`src/rtl/rv32i_loader_pkg.sv`:
```
// Shared definitions for the RV32I program loader: FSM state encoding,
// bytes per instruction word and the width of the image length header.
package rv32i_loader_pkg;

    typedef enum logic [2:0] {
        ST_LEN   = 3'd0,
        ST_WORD  = 3'd1,
        ST_WRITE = 3'd2,
        ST_RUN   = 3'd3,
        ST_ERR   = 3'd4
    } state_t;

    localparam int BYTES_PER_WORD = 4;
    localparam int LEN_W          = 32;

endpackage

```
`src/rtl/rv32i_byte_assembler.sv`:
```
// Collects four bytes into one little-endian 32-bit word. The first byte
// lands in bits [7:0]. word_out already includes the byte presented this
// cycle, so it is complete in the cycle word_last is high.
module rv32i_byte_assembler
    import rv32i_loader_pkg::*;
(
    input  logic             clk,
    input  logic             Reset,
    input  logic             clear,
    input  logic             byte_in_valid,
    input  logic [7:0]       byte_in,
    output logic [LEN_W-1:0] word_out,
    output logic             word_last
);

    logic [1:0]       cnt_q, cnt_d;
    logic [LEN_W-1:0] shift_q, shift_d;

    // Next byte count and shift contents; clear wins over an incoming byte.
    always_comb begin
        cnt_d   = cnt_q;
        shift_d = shift_q;
        if (clear) begin
            cnt_d   = '0;
            shift_d = '0;
        end else if (byte_in_valid) begin
            cnt_d   = cnt_q + 2'd1;
            shift_d = {byte_in, shift_q[LEN_W-1:8]};
        end
    end

    // Counter and shift register state.
    always_ff @(posedge clk) begin
        if (Reset) begin
            cnt_q   <= '0;
            shift_q <= '0;
        end else begin
            cnt_q   <= cnt_d;
            shift_q <= shift_d;
        end
    end

    assign word_out  = {byte_in, shift_q[LEN_W-1:8]};
    assign word_last = byte_in_valid && !clear && (cnt_q == 2'(BYTES_PER_WORD - 1));

endmodule

```
`src/rtl/rv32i_program_loader.sv`:
```
// Boot loader for the single-cycle RV32I core. Receives a 32-bit little-endian
// word count followed by that many instruction words over a byte stream,
// writes them to instruction memory and releases the core reset when done.
// Build option: define RV32I_LOADER_TIMEOUT_EN to add an inter-byte idle
// timeout (TIMEOUT_CYCLES) that drops the loader into the error state.
module rv32i_program_loader
    import rv32i_loader_pkg::*;
#(
    parameter int ADDR_W         = 10,
    parameter int MEM_WORDS      = 256,
    parameter int TIMEOUT_CYCLES = 1000000
) (
    input  logic              clk,
    input  logic              Reset,
    input  logic              rx_valid,
    input  logic [7:0]        rx_data,
    output logic              rx_ready,
    input  logic              load_req,
    output logic              imem_we,
    output logic [ADDR_W-1:0] imem_addr,
    output logic [31:0]       imem_wd,
    output logic              core_reset,
    output logic              busy,
    output logic              done,
    output logic              err,
    output logic [ADDR_W-2:0] words_loaded
);

    localparam logic [ADDR_W-2:0] IDX_ONE = {{(ADDR_W-2){1'b0}}, 1'b1};

    state_t            state_q, state_d;
    logic [LEN_W-1:0]  len_q, len_d;
    logic [ADDR_W-2:0] word_idx_q, word_idx_d;
    logic              imem_we_q, imem_we_d;
    logic [ADDR_W-1:0] imem_addr_q, imem_addr_d;
    logic [31:0]       imem_wd_q, imem_wd_d;
    logic              core_reset_q, core_reset_d;
    logic              done_q, done_d;
    logic              err_q, err_d;
    logic              accept;
    logic [LEN_W-1:0]  asm_word;
    logic              asm_last;
    logic [31:0]       idx_next;

    assign rx_ready = !Reset && (state_q == ST_LEN || state_q == ST_WORD);
    assign accept   = rx_valid && rx_ready;
    assign idx_next = 32'(word_idx_q) + 32'd1;

    rv32i_byte_assembler u_asm (
        .clk          (clk),
        .Reset        (Reset),
        .clear        (load_req),
        .byte_in_valid(accept),
        .byte_in      (rx_data),
        .word_out     (asm_word),
        .word_last    (asm_last)
    );

`ifdef RV32I_LOADER_TIMEOUT_EN
    logic [31:0] idle_q, idle_d;
`else
    logic timeout_unused;
    assign timeout_unused = (TIMEOUT_CYCLES != 0);
`endif

    // Next-state logic, write-port staging and registered status decode.
    always_comb begin
        state_d     = state_q;
        len_d       = len_q;
        word_idx_d  = word_idx_q;
        imem_we_d   = 1'b0;
        imem_addr_d = imem_addr_q;
        imem_wd_d   = imem_wd_q;
`ifdef RV32I_LOADER_TIMEOUT_EN
        idle_d      = '0;
`endif
        case (state_q)
            ST_LEN: begin
                if (asm_last) begin
                    len_d = asm_word;
                    if (asm_word == '0)
                        state_d = ST_RUN;
                    else if (asm_word > 32'(MEM_WORDS))
                        state_d = ST_ERR;
                    else
                        state_d = ST_WORD;
                end
            end
            ST_WORD: begin
                if (asm_last) begin
                    state_d     = ST_WRITE;
                    imem_we_d   = 1'b1;
                    imem_addr_d = {word_idx_q[ADDR_W-3:0], 2'b00};
                    imem_wd_d   = asm_word;
                end
            end
            ST_WRITE: begin
                word_idx_d = word_idx_q + IDX_ONE;
                state_d    = (idx_next == len_q) ? ST_RUN : ST_WORD;
            end
            default: ;
        endcase
`ifdef RV32I_LOADER_TIMEOUT_EN
        // Idle time counts only while waiting for a byte.
        if ((state_q == ST_LEN || state_q == ST_WORD) && !accept) begin
            idle_d = idle_q + 32'd1;
            if (idle_d == 32'(TIMEOUT_CYCLES - 1))
                state_d = ST_ERR;
        end
        if (state_d != state_q)
            idle_d = '0;
`endif
        // Restart overrides everything; a byte taken this cycle is dropped.
        if (load_req) begin
            state_d     = ST_LEN;
            len_d       = '0;
            word_idx_d  = '0;
            imem_we_d   = 1'b0;
            imem_addr_d = imem_addr_q;
            imem_wd_d   = imem_wd_q;
`ifdef RV32I_LOADER_TIMEOUT_EN
            idle_d      = '0;
`endif
        end
        core_reset_d = (state_d != ST_RUN);
        done_d       = (state_d == ST_RUN);
        err_d        = (state_d == ST_ERR);
    end

    // State, counters and registered outputs.
    always_ff @(posedge clk) begin
        if (Reset) begin
            state_q      <= ST_LEN;
            len_q        <= '0;
            word_idx_q   <= '0;
            imem_we_q    <= 1'b0;
            imem_addr_q  <= '0;
            imem_wd_q    <= '0;
            core_reset_q <= 1'b1;
            done_q       <= 1'b0;
            err_q        <= 1'b0;
`ifdef RV32I_LOADER_TIMEOUT_EN
            idle_q       <= '0;
`endif
        end else begin
            state_q      <= state_d;
            len_q        <= len_d;
            word_idx_q   <= word_idx_d;
            imem_we_q    <= imem_we_d;
            imem_addr_q  <= imem_addr_d;
            imem_wd_q    <= imem_wd_d;
            core_reset_q <= core_reset_d;
            done_q       <= done_d;
            err_q        <= err_d;
`ifdef RV32I_LOADER_TIMEOUT_EN
            idle_q       <= idle_d;
`endif
        end
    end

    assign imem_we      = imem_we_q;
    assign imem_addr    = imem_addr_q;
    assign imem_wd      = imem_wd_q;
    assign core_reset   = core_reset_q;
    assign done         = done_q;
    assign err          = err_q;
    assign words_loaded = word_idx_q;
    assign busy         = (state_q == ST_LEN) || (state_q == ST_WORD) || (state_q == ST_WRITE);

endmodule

```
`config.mk`:
```
export PLATFORM = sky130hd
export DESIGN_NAME = rv32i_program_loader
export DESIGN_NICKNAME = d
export VERILOG_FILES = /design/src/rtl/rv32i_loader_pkg.sv /design/src/rtl/rv32i_byte_assembler.sv /design/src/rtl/rv32i_program_loader.sv
export SDC_FILE = /design/constraint.sdc
export NUM_CORES = 1
export LEC_CHECK = 0
export ABC_AREA = 1
export BUFFER_PORTS_ARGS = -buffer_cell sky130_fd_sc_hd__buf_4
export CAP_MARGIN = 10
export CORE_AREA = 3 3 94 96
export DETAILED_ROUTE_END_ITERATION = 8
export DIE_AREA = 0 0 97 99
export PLACE_DENSITY = 0.79
export SETUP_SLACK_MARGIN = 0.2
export SYNTH_ARGS = -nofsm -noshare
export SYNTH_HDL_FRONTEND = slang
export SYNTH_HIERARCHICAL = 1
export SYNTH_SLANG_ARGS = --single-unit
```
`constraint.sdc`:
```
create_clock -name clk -period 3.75 [get_ports clk]
set_input_delay 0.375 -clock clk [delete_from_list [all_inputs] [get_ports clk]]
set_output_delay 0.375 -clock clk [all_outputs]
set_load 0.005 [all_outputs]
```
==> flow_metrics.tcl <==
set metrics [dict create \
    status "finished clean" \
    sw_frac_of_total 0.245 \
    grt_pass1_vias 4341 \
    path_common_cell "nor2_1" \
    die_w_um 97 \
    final_cell_mix "nor2_1, nand2_1, dfxtp_1" \
    die_y_um 99 \
    placedCellCount 846 \
    p_per_area_mw_per_mm2 482 \
    antenna_cells 0 \
    max_freq_mhz 395 \
    ys_ff_latch 114 \
    slew-limit-headroom 0.304 \
    max_cap_viol_count 0 \
    gr-total-overflow 0 \
    antenna_found_initial 0 \
    fp-row-count 33 \
    clkSinkCount 114 \
    final_cells 878 \
    clk_pin_slew_ns 0.06 \
    hold_path_class "in2reg" \
    hpwl_mm 8.22 \
    pwr-share-seq 0.434 \
    period_needed_ns 2.53 \
    wl_mm 12.3 \
    path_class "reg2reg" \
    drive_above_1_share 0.154 \
    reg2reg_from "state_q[1]$_SDFF_PP0_" \
    power_switching_mw 0.699 \
    numPortBuffers 66 \
    clock-root-buffer "clkbuf_8" \
    synthSimpleGateAreaFrac 0.291 \
    seq_area_frac_synth 0.466 \
    post_drt_via_cell_ratio 5.24 \
    slowest_stage "nor3_4" \
    drtIter0Drc 321 \
    tightest_slew_ns 1.04 \
    clock_latency_ns 0.52 \
    gp_congestion 0.880 \
    fin_setup_tns_ns 0 \
    fin_skew_ns 0.00720 \
    cts_made_buffers 17 \
    htreeDepth 4 \
    first_pass_iters 5 \
    syn_inst 708 \
    nFillCells 654 \
    min_from "Reset" \
    p_leak_nw 2.76 \
    worst-r2r-setup-slack_ns 1.22 \
    drv_slew 0 \
    crit_chain "nor2_1, and3_1, nand2_1, nor2_1, inv_1, nor3_4, inv_2, nor2_1, nor2_1" \
    power_mw 2.85 \
    finalSetupViolations 0 \
    holdPathEnd "state_q[2]$_SDFF_PP0_" \
    post_cts_buffers 0 \
    die-area_mm2 0.00960 \
    vias 4602 \
    hold_viol 0 \
    crit_fanout 28 \
    p_int_mw 2.15 \
    area_delta_synth_final_pct 20.4 \
    p_clk_frac 0.531 \
    grt_first_pass_wirelength_mm 20.3 \
    vdd_drop_max_mv 0.287 \
    synth_top_family_by_area "simple AND/OR/NAND/NOR gates" \
    cp.arrival_ns 2.94 \
    coreArea_mm2 0.00813 \
    r2r_cells 9 \
    required_ns 4.15 \
    ant_nets 0 \
    initial_core_util 0.603 \
    syn_area_mm2 0.00490 \
    slowest_delay_ns 0.72 \
    ctsResizeCount 0 \
    grt_setup_unrepaired "no" \
    synth_fa_ha_area_frac 0.00511 \
    avgSynthCellArea_um2 6.92 \
    utilization 0.726 \
    ioPinCount 69 \
    ys_types 30 \
    synth_xor_area_frac 0 \
    hold-path-cell-count 2 \
    nets 774 \
    cts_buffer_depth 2 \
    synth_compound_area_frac 0.132 \
    drc 0 \
    combinationalPowerShare 0.036 \
    gr-usage-all-layers 0.261 \
    start_kind "flip-flop" \
    r2r_end "imem_wd[6]$_SDFFE_PP0P_" \
    cts_tree "yes" \
    grt_max_degree 53 \
    yosysWarnings 6 \
    wl_per_cell_um 14.0 \
    synth_mux_area_frac 0 \
    min_period_over_period 0.675 \
    endpoint_kind "flip-flop" \
    cts_hold_buffers 0 \
    layout_commonest_cell "nor2_1" \
]
==> state kept, by name (all words and copies together), names as in the netlist, 2 cells and up <==
signal and count:
words_loaded 9, imem_addr 8, u_asm/cnt_q 2, u_asm/shift_q 24, state_q 3, imem_wd 32, len_q 32
==> per-stage QoR <==
| stage | cell area [µm²] | hold slack (ns) | worst slack, ns |
|---|---|---|---|
| 5_1_grt | 5900 | 0.0892 | 0.920 |
| 6_report | 5900 | 0.0807 | 1.22 |
| 3_3_place_gp | 5340 | 0.441 | 1.30 |
| 2_1_floorplan | 4900 | 0.429 | 1.73 |
| 3_5_place_dp | 5340 | 0.445 | 1.18 |
| 4_1_cts | 5900 | 0.0700 | 1.23 |
==> cell type report <==
type	count	area, µm²	area share
clock inverters	15	149	0.0252
repair buffers	71	533	0.0903
multi-input cells	479	2100	0.357
clock buffers	17	414	0.0702
flip-flops and latches	114	2280	0.387
inverters	77	289	0.0490
well taps	105	131	0.0223
==> metal layers <==
metal,vias up,global-route usage,part of all wire
met3,35,0.0665,0.062
li1,2314,-,-
met4,0,0.110,0.029
met5,-,0,0
met2,182,0.449,0.49
met1,2071,0.310,0.42
==> critical path, delay by kind of cell (launching register included) <==
family,cells,cell delay [ns]
buffers and inverters,2,0.55
flip-flops,1,0.35
AND/OR/NAND/NOR,7,1.51
==> cells by family after synthesis <==
group / count (synthesis)
AO/OA/AOI/OAI: 127
adder cells (fa/ha/maj): 2
buffers and inverters: 116
flip-flops: 114
other: 1
AND/OR/NAND/NOR: 348
==> synth_stat cells, drive strengths merged <==
library cell / number / area (µm²)
conb: 1 / 3.75
nor2: 185 / 727
and2: 1 / 6.26
nand3: 26 / 135
nor3: 3 / 26.3
buf: 22 / 164
ha: 2 / 25.0
nand4: 4 / 31.3
o21ai: 79 / 395
o211ai: 2 / 15.0
and3: 1 / 6.26
dfxtp: 114 / 2280
inv: 77 / 289
a211oi: 1 / 7.51
nand2: 127 / 487
clkbuf: 17 / 65.1
a21oi: 43 / 215
a31oi: 2 / 12.5
nand3b: 1 / 7.51
==> how the worst max path moves through the flow <==
| stage | start | endpoint | slack [ns] | depth (start not counted) |
|---|---|---|---|---|
| 5_1_grt | state_q[1]$_SDFF_PP0_ | imem_wd[3]$_SDFFE_PP0P_ | 0.92 | 9 |
| 2_1_floorplan | Reset | len_q[21]$_SDFFE_PP0P_ | 1.73 | 12 |
| 3_3_place_gp | Reset | imem_wd[30]$_SDFFE_PP0P_ | 1.30 | 10 |
| 6_report | state_q[1]$_SDFF_PP0_ | imem_wd[6]$_SDFFE_PP0P_ | 1.22 | 9 |
| 3_5_place_dp | Reset | imem_wd[30]$_SDFFE_PP0P_ | 1.18 | 10 |
| 4_1_cts | state_q[1]$_SDFF_PP0_ | imem_wd[6]$_SDFFE_PP0P_ | 1.23 | 9 |
==> power by group through the flow <==
stage	clock (mW)	combinational (mW)	sequential, mW
after floorplan	0	0.0816	1.25
after global placement	0	0.0967	1.26
after detailed placement	0	0.0995	1.26
after CTS	1.52	0.100	1.23
after global routing	1.58	0.116	1.24
final	1.51	0.102	1.24
(Power assumes the default switching activity.)
